### src/rtl/uart_transceiver_p.sv
// uart_transceiver_p: parametrised full-duplex UART with parity,
// majority-vote RX, error flags and a 1-entry echo path.
module uart_transceiver_p #(
  parameter int CLKS_PER_BIT = 10416,
  parameter int DATA_BITS    = 8,
  parameter int STOP_BITS    = 1
) (
  input  logic                 clk,
  input  logic                 rst_n,
  input  logic                 rxd,
  output logic                 txd,
  input  logic [1:0]           mode,
  input  logic                 echo,
  input  logic [DATA_BITS-1:0] tx_data,
  input  logic                 tx_valid,
  output logic                 tx_ready,
  output logic [DATA_BITS-1:0] rx_data,
  output logic                 rx_valid,
  input  logic                 rx_ready,
  output logic                 rx_parity_err,
  output logic                 rx_frame_err,
  output logic                 rx_overrun
);

  localparam int CW = $clog2(STOP_BITS * CLKS_PER_BIT);
  localparam int IW = $clog2(DATA_BITS + 1);
  localparam logic [CW-1:0] BIT_LAST  = CW'(CLKS_PER_BIT - 1);
  localparam logic [CW-1:0] STOP_LAST = CW'(STOP_BITS * CLKS_PER_BIT - 1);
  localparam logic [CW-1:0] MID_LO    = CW'(CLKS_PER_BIT / 2 - 1);
  localparam logic [CW-1:0] MID       = CW'(CLKS_PER_BIT / 2);
  localparam logic [CW-1:0] MID_HI    = CW'(CLKS_PER_BIT / 2 + 1);
  localparam logic [IW-1:0] IDX_LAST  = IW'(DATA_BITS - 1);

  typedef enum logic [2:0] {
    T_IDLE, T_START, T_DATA, T_PAR, T_STOP
  } tx_state_t;

  typedef enum logic [2:0] {
    R_IDLE, R_START, R_DATA, R_PAR, R_STOP, R_BREAK
  } rx_state_t;

  tx_state_t tx_state, tx_next;
  logic [CW-1:0]        tx_cnt;
  logic [IW-1:0]        tx_idx;
  logic [DATA_BITS-1:0] tx_shift;
  logic                 tx_pbit;
  logic                 tx_par_en;
  logic                 tx_end;
  logic                 start_req;
  logic [DATA_BITS-1:0] tx_src;

  logic                 pend_valid;
  logic [DATA_BITS-1:0] pend_data;
  logic                 echo_push;
  logic                 echo_drop;

  rx_state_t rx_state, rx_next;
  logic [1:0]           rx_sync;
  logic                 rx_s;
  logic [CW-1:0]        rx_cnt;
  logic [IW-1:0]        rx_idx;
  logic [DATA_BITS-1:0] rx_shift;
  logic                 rx_pbit;
  logic                 rx_par_en;
  logic                 rx_par_odd;
  logic                 s0, s1;
  logic                 vote;
  logic                 at_hi;
  logic                 rx_bend;
  logic                 rx_done;
  logic                 done_perr;
  logic                 done_ferr;
  logic                 consume;

  assign tx_ready  = (tx_state == T_IDLE) && !echo;
  assign start_req = (tx_state == T_IDLE) && (echo ? pend_valid : tx_valid);
  assign tx_src    = echo ? pend_data : tx_data;
  assign tx_end    = (tx_state == T_STOP) ? (tx_cnt == STOP_LAST)
                                          : (tx_cnt == BIT_LAST);

  // TX state register
  always_ff @(posedge clk or negedge rst_n) begin
    if (!rst_n) tx_state <= T_IDLE;
    else        tx_state <= tx_next;
  end

  // TX next-state: walk start, data, optional parity, stop
  always_comb begin
    tx_next = tx_state;
    unique case (tx_state)
      T_IDLE:  if (start_req) tx_next = T_START;
      T_START: if (tx_end) tx_next = T_DATA;
      T_DATA:
        if (tx_end && tx_idx == IDX_LAST)
          tx_next = tx_par_en ? T_PAR : T_STOP;
      T_PAR:   if (tx_end) tx_next = T_STOP;
      T_STOP:  if (tx_end) tx_next = T_IDLE;
      default: tx_next = T_IDLE;
    endcase
  end

  // TX datapath: latch frame at handshake, drive registered txd
  always_ff @(posedge clk or negedge rst_n) begin
    if (!rst_n) begin
      txd       <= 1'b1;
      tx_cnt    <= '0;
      tx_idx    <= '0;
      tx_shift  <= '0;
      tx_pbit   <= 1'b0;
      tx_par_en <= 1'b0;
    end else if (tx_state == T_IDLE) begin
      tx_cnt <= '0;
      tx_idx <= '0;
      if (start_req) begin
        tx_shift  <= tx_src;
        tx_pbit   <= (^tx_src) ^ (mode == 2'b10);
        tx_par_en <= (mode == 2'b01) || (mode == 2'b10);
        txd       <= 1'b0;
      end else begin
        txd <= 1'b1;
      end
    end else begin
      tx_cnt <= tx_end ? '0 : tx_cnt + 1'b1;
      if (tx_end) begin
        if (tx_state == T_START) begin
          txd <= tx_shift[0];
        end else if (tx_state == T_DATA) begin
          tx_shift <= {1'b0, tx_shift[DATA_BITS-1:1]};
          tx_idx   <= tx_idx + 1'b1;
          if (tx_idx == IDX_LAST)
            txd <= tx_par_en ? tx_pbit : 1'b1;
          else
            txd <= tx_shift[1];
        end else begin
          txd <= 1'b1;
        end
      end
    end
  end

  assign echo_push = rx_done && echo && !done_perr && !done_ferr;
  assign echo_drop = echo_push && pend_valid;

  // Echo pending slot: filled by clean RX bytes, drained by TX start
  always_ff @(posedge clk or negedge rst_n) begin
    if (!rst_n) begin
      pend_valid <= 1'b0;
      pend_data  <= '0;
    end else if (!echo) begin
      pend_valid <= 1'b0;
    end else if (echo_push && !pend_valid) begin
      pend_valid <= 1'b1;
      pend_data  <= rx_shift;
    end else if (start_req) begin
      pend_valid <= 1'b0;
    end
  end

  assign rx_s    = rx_sync[1];
  assign vote    = (s0 & s1) | (s0 & rx_s) | (s1 & rx_s);
  assign at_hi   = rx_cnt == MID_HI;
  assign rx_bend = rx_cnt == BIT_LAST;
  assign consume = rx_valid && rx_ready;
  assign done_perr = rx_par_en & ((^rx_shift) ^ rx_pbit ^ rx_par_odd);
  assign done_ferr = !vote;

  // Two-flop synchronizer for the asynchronous serial input
  always_ff @(posedge clk or negedge rst_n) begin
    if (!rst_n) rx_sync <= 2'b11;
    else        rx_sync <= {rx_sync[0], rxd};
  end

  // RX state register
  always_ff @(posedge clk or negedge rst_n) begin
    if (!rst_n) rx_state <= R_IDLE;
    else        rx_state <= rx_next;
  end

  // RX next-state: votes land at mid+1, completion at first stop vote
  always_comb begin
    rx_next = rx_state;
    rx_done = 1'b0;
    unique case (rx_state)
      R_IDLE:  if (!rx_s) rx_next = R_START;
      R_START:
        if (at_hi && vote) rx_next = R_IDLE;
        else if (rx_bend)  rx_next = R_DATA;
      R_DATA:
        if (rx_bend && rx_idx == IDX_LAST)
          rx_next = rx_par_en ? R_PAR : R_STOP;
      R_PAR:   if (rx_bend) rx_next = R_STOP;
      R_STOP:
        if (at_hi) begin
          rx_done = 1'b1;
          rx_next = vote ? R_IDLE : R_BREAK;
        end
      R_BREAK: if (rx_s) rx_next = R_IDLE;
      default: rx_next = R_IDLE;
    endcase
  end

  // RX datapath: bit timing, majority samples, shift-in
  always_ff @(posedge clk or negedge rst_n) begin
    if (!rst_n) begin
      rx_cnt     <= '0;
      rx_idx     <= '0;
      rx_shift   <= '0;
      rx_pbit    <= 1'b0;
      rx_par_en  <= 1'b0;
      rx_par_odd <= 1'b0;
      s0         <= 1'b1;
      s1         <= 1'b1;
    end else if (rx_state == R_IDLE) begin
      rx_cnt <= CW'(1);
      rx_idx <= '0;
      if (!rx_s) begin
        rx_par_en  <= (mode == 2'b01) || (mode == 2'b10);
        rx_par_odd <= (mode == 2'b10);
      end
    end else begin
      rx_cnt <= rx_bend ? '0 : rx_cnt + 1'b1;
      if (rx_cnt == MID_LO) s0 <= rx_s;
      if (rx_cnt == MID)    s1 <= rx_s;
      if (at_hi && rx_state == R_DATA)
        rx_shift <= {vote, rx_shift[DATA_BITS-1:1]};
      if (at_hi && rx_state == R_PAR)
        rx_pbit <= vote;
      if (rx_bend && rx_state == R_DATA)
        rx_idx <= rx_idx + 1'b1;
    end
  end

  // RX output register, handshake and sticky overrun
  always_ff @(posedge clk or negedge rst_n) begin
    if (!rst_n) begin
      rx_data       <= '0;
      rx_valid      <= 1'b0;
      rx_parity_err <= 1'b0;
      rx_frame_err  <= 1'b0;
      rx_overrun    <= 1'b0;
    end else begin
      if (rx_done && (!rx_valid || consume)) begin
        rx_data       <= rx_shift;
        rx_valid      <= 1'b1;
        rx_parity_err <= done_perr;
        rx_frame_err  <= done_ferr;
      end else if (consume) begin
        rx_valid      <= 1'b0;
        rx_parity_err <= 1'b0;
        rx_frame_err  <= 1'b0;
      end
      if ((rx_done && rx_valid && !consume) || echo_drop)
        rx_overrun <= 1'b1;
      else if (consume)
        rx_overrun <= 1'b0;
    end
  end

endmodule

### config.mk
export PLATFORM = sky130hd
export DESIGN_NAME = uart_transceiver_p
export DESIGN_NICKNAME = d
export VERILOG_FILES = /design/src/rtl/uart_transceiver_p.sv
export SDC_FILE = /design/constraint.sdc
export NUM_CORES = 1
export LEC_CHECK = 0
export CAP_MARGIN = 0
export CORE_UTILIZATION = 40
export CTS_CLUSTER_DIAMETER = 100
export DETAILED_ROUTE_END_ITERATION = 12
export GPL_TIMING_DRIVEN = 1
export HOLD_SLACK_MARGIN = 0.03
export PLACE_DENSITY = 0.62
export SETUP_SLACK_MARGIN = 0.5
export SLEW_MARGIN = 10
export SYNTH_ARGS = -nofsm -noshare
export SYNTH_HDL_FRONTEND = slang
export SYNTH_SLANG_ARGS = --single-unit
### constraint.sdc
create_clock -name clk -period 1.8 [get_ports clk]
set_input_delay 0.36 -clock clk [delete_from_list [all_inputs] [get_ports clk]]
set_output_delay 0.36 -clock clk [all_outputs]
set_load 0.02 [all_outputs]
## After elaboration in Yosys (flattened, before gate mapping)

Cells that the tools add are included.

- Bits in registers: 89
- Output and inout port bits: 14

- Reduce and logical (&&, ||, !) cells: 46
- Add/sub/neg operators: 4
- Bitwise logic cells: 11
- Mux-type cells: 51
- Equality and inequality tests: 31

Operator list:

| kind | number |
|---|---|
| two-way mux 14 bit | 4 |
| two-way mux 8 bit | 6 |
| two-way mux 3 bit | 15 |
| equality test 14 x 13 -> 1 bit (second input constant) | 3 |
| adder 14 x 1 -> 14 bit (second input constant) | 2 |
| equality test 14 bit (second input constant) | 2 |
| two-way mux 4 bit | 6 |
| inequality test 2 bit (second input constant) | 11 |
| two-way mux 1 bit | 18 |
| one-hot mux 3 bit (6 select lines) | 1 |
| logical AND 1 bit | 17 |
| XOR reduction 8 bit | 2 |
| one-hot mux 3 bit (5 select lines) | 1 |
| AND reduction 2 bit | 7 |
| equality test 3 x 2 -> 1 bit (second input constant) | 4 |
| nonzero test 2 bit | 5 |
| equality test 3 bit (second input constant) | 3 |
| adder 4 x 1 -> 4 bit (second input constant) | 2 |
| equality test 4 x 3 -> 1 bit (second input constant) | 2 |
| equality test 3 x 1 -> 1 bit (second input constant) | 2 |
| logical NOT 1 bit | 6 |
| logical NOT 3 bit | 2 |
| AND reduction 6 bit | 1 |
| AND reduction 5 bit | 1 |
| other kinds (11) | 20 |

## Logic depth before layout (Yosys ltp)

- Depth after elaboration: 10
- Mapped depth: 9

## Worst setup path after synthesis

Ideal clock, no wire load.

- Kind: register to register
- Start: reg rx_cnt[11]
- End: reg rx_shift[0]
- Path buffers: 0
- Arrival time: 1905 ps
- Setup time: 125 ps
- Data required time: 1675 ps
- Cell stages (with the launch flop): 6
- Setup slack: -230 ps
- Path through: dfrtp_1 or4b_4 nor2_1 nand4_1 nor3_4 mux2_2

- Cells in the longest elaborated chain, start to end: 3

Ends and longest elaborated chain:

| element | RTL line | RTL |
|---|---|---|
| start, declared | 60 | `logic [CW-1:0] rx_cnt;` |
| start signal, assigned | 221 | `rx_cnt <= rx_bend ? '0 : rx_cnt + 1'b1;` |
| equality test 14 x 13 -> 1 bit | 161 | `assign at_hi = rx_cnt == MID_HI;` |
| logical AND 1 bit | 224 | `if (at_hi && rx_state == R_DATA)` |
| AND reduction 2 bit (no source line) | -- |  |
| end signal, assigned | 225 | `rx_shift <= {vote, rx_shift[DATA_BITS-1:1]};` |
| end, declared | 62 | `logic [DATA_BITS-1:0] rx_shift;` |

Every way passes these cells.
A chain may end at the register's enable or synchronous reset.

## Final worst setup path

- Start: reg rx_cnt[11]
- End: reg rx_shift[7]

The elaborated chain is that of the path after synthesis.

==> impl_metrics.py <==
metrics = {
    "status": {
        "run_status": "finished, violations left",
        "violations": "setup timing",
    },
    "worst_setup_path": {
        "setup.worst_path.start": "rx_cnt[11]",
        "path_max_fanout": 8,
        "cp-end-kind": "flop",
        "crit_path_start_kind": "flop",
        "worst_path_required_ns": 2.03,
        "reg2reg_from": "rx_cnt[11]",
        "reg_to_reg_slack_setup_ns": -0.32,
        "crit_arrival_ns": 2.35,
        "worstSetupPathType": "reg -> reg",
    },
    "global_routing": {
        "first_global_vias": 3801,
        "grt_start_max_net_pins": 35,
        "grt_antenna_before_repair": 0,
        "grt_total_usage_pct": 20.1,
        "globalRoute.totalOverflow": 0,
        "grt_first_pass_wirelength_um": 18200,
    },
    "sta": {
        "setup_viol": 49,
        "setup_slack_of_the_critical_path_after_layout_ns": -0.318,
        "grt_setup_unrepaired": "yes",
        "hold_viol_final": 0,
        "worst-slew-pin-transition_ns": 0.488,
        "max_freq_mhz": 472,
        "max_slew_margin_pct": 67.3,
        "clock-skew-final_ns": 0.00788,
        "final_cycle_share_pct": 118,
        "maxSlewViolCount": 0,
        "fin_crit_ns": 2.12,
    },
    "drt": {
        "detail_route.vias_per_cell": 5.19,
        "post_drt_wl_per_cell_um": 15.7,
        "route.final.wire_length_um": 11400,
        "drc": 0,
        "drt_iter0_drc": 155,
        "detail-route-antenna-nets": 0,
        "detailroute.via_count": 3754,
        "detailedRoute.firstPassIterationCount": 4,
    },
    "clock_tree": {
        "cts_sinks": 89,
        "clock_tree.buffer_depth": 2,
        "cts_tree": "done",
        "clkSlewWorstSetupHoldPaths_ns": 0.06,
        "numCtsBuffers": 9,
        "clk_latency_ns": 0.35,
        "cts-htree-levels": 3,
        "cts_root_buf": "clkbuf_16",
    },
    "cells_and_area": {
        "layout.nets": 602,
        "fin_util_pct": 62.2,
        "antenna-diode-count": 0,
        "area_growth_pct": 50.6,
        "share_of_cells_above_drive_strength_1_pct": 50.0,
    },
    "hold_path": {
        "worstHoldPathType": "reg -> reg",
        "worst_hold_startpoint": "rx_sync[0]",
    },
    "yosys": {
        "synth_edf_count": 0,
        "synth_area_leader_cell": "dfrtp_1",
        "most_instantiated_cells_after_synthesis": "dfrtp_1 (84), nor2_1 (52), nand2_1 (44)",
        "synthAdderAreaFrac_pct": 1.94,
        "synth_area_mm2": 0.00452,
        "synthArstFlopShare_pct": 100,
        "muxShareOfSynthArea_pct": 9.67,
        "synth_xor_xnor_area_share_pct": 7.48,
        "synth.area.top_cells": "dfrtp_1 (47%), mux2_2 (7.2%), nor2_1 (4.3%)",
        "netlist.area_leader.share_pct": 46.6,
        "cell_with_the_most_instances_after_synthesis": "dfrtp_1",
        "synth_area_in_compound_gates_pct": 9.34,
        "synth.ff_latch_count": 89,
        "count_of_cell_types_in_the_netlist": 53,
        "synth_sequential_area_ratio_pct": 49.5,
        "cell_count_after_synthesis": 443,
        "synth-warning-count": 0,
        "postSynth.topFlopCell": "dfrtp_1",
        "synth.net_count": 466,
        "synth_top_family_by_area": "simple AND/OR/NAND/NOR gates",
        "synth_simple_gate_area_share_pct": 19.5,
        "syn_area_per_cell_um2": 10.2,
    },
    "placement": {
        "place.detailed.hpwl_um": 6980,
        "place_worst_setup_slack_ns": -0.356,
        "io_buffer_count": 29,
        "globalplace.congestion": 0.797,
    },
    "run": {
        "maxCapViolCount": 0,
    },
    "floorplanning": {
        "io_pins": 30,
        "core_area_mm2": 0.0109,
        "dieWidth_um": 108,
        "number_of_rows_in_the_core_area": 38,
        "fp.dieH_um": 108,
        "floorplan.die_area_mm2": 0.0117,
        "initial_core_util_pct": 41.3,
    },
    "pwr": {
        "total_leakage_power_nw": 3.04,
        "power.total_w": 0.00424,
        "cellPowerDensity_mw_per_mm2": 623,
        "max-vdd-ir-drop_uv": 616,
    },
}
metrics by stage:
| step | hold slack, ns | instance area [um2] | setup TNS [ns] | std cells |
|---|---|---|---|---|
| floorplan | 0.0644 | 4690 | -5.14 | 443 |
| global placement | 0.279 | 5550 | -11.27 | 665 |
| detailed placement | 0.284 | 5550 | -12.29 | 665 |
| CTS | 0.360 | 6400 | -8.73 | 707 |
| global route | 0.362 | 6800 | -13.96 | 724 |
| finish | 0.358 | 6800 | -10.81 | 724 |
routing by layer:
metal  global-route usage [%]  wire length, um
met4                     8.59              204
met3                     2.65              246
met1                     26.1             5010
met5                        0                0
met2                     33.8             5910
sequential cells by signal, summed over array words and instances, names as in the netlist, 2 cells and up:
signal and cells:
rx_cnt 14, rx_state 3, pend_data 8, rx_idx 4
tx_shift 8, rx_data 8, rx_shift 8, tx_state 3
rx_sync 2, tx_idx 4, tx_cnt 14
final timing paths:
kind / to / depth (start not counted)
setup / recovery: rx_shift[7] / 6
hold / removal: rx_sync[1] / 0
setup reg to reg: rx_shift[7] / 6
hold reg to reg: rx_sync[1] / 0
max in group asynchronous: s0 / 3
min in group asynchronous: tx_cnt[7] / 2
what timing repair did:
action                     in CTS  in global routing
gates cloned                    5                  0
buffers inserted               20                 17
setup endpoints to repair     100                 89
hold buffers                    1                  0
pin swaps                      33                 32
resized for setup             149                 75
hold endpoints to repair       16                  0
power breakdown:
group          switching, W  internal (W)
clock network      0.000804       0.00116
logic              0.000118      0.000131
registers         0.0000118       0.00201
critical path, cell delays in order (launching register included):
cell     delay (ns)
dfrtp_1        0.38
or4b_4         0.58
nor2_4         0.10
nand4_1        0.21
nor3_4         0.24
buf_12         0.16
mux2_2         0.33
final cells by class:
| type | count | area, um2 |
|---|---|---|
| clock buffers | 11 | 253 |
| flip-flops and latches | 89 | 2240 |
| clock inverters | 5 | 61.3 |
| inverters | 10 | 37.5 |
| multi-input cells | 330 | 2810 |
| repair buffers | 139 | 1230 |
| well taps | 140 | 175 |
| fillers | 865 | 4130 |
cell families after synthesis:
kind of cell	after synthesis
xor gates and xnor gates	37
AOI/OAI and AO/OA	70
buffers and inverters	28
muxes	40
DFF	89
adders and majority gates	7
and+or+nand+nor	172
layout by cell type, fill, tap and decap left out, types with 11 or more instances in the layout:
master,instances
mux2_2,23
nand3_1,13
buf_4,82
dfrtp_1,81
xnor2_1,17
nor2_1,28
nor2_4,13
a21oi_1,14
buf_2,12
buf_6,23
o21ai_1,16
nand2_1,29
nor2_2,11
xor2_1,14
Power figures use the tool's default switching activity.
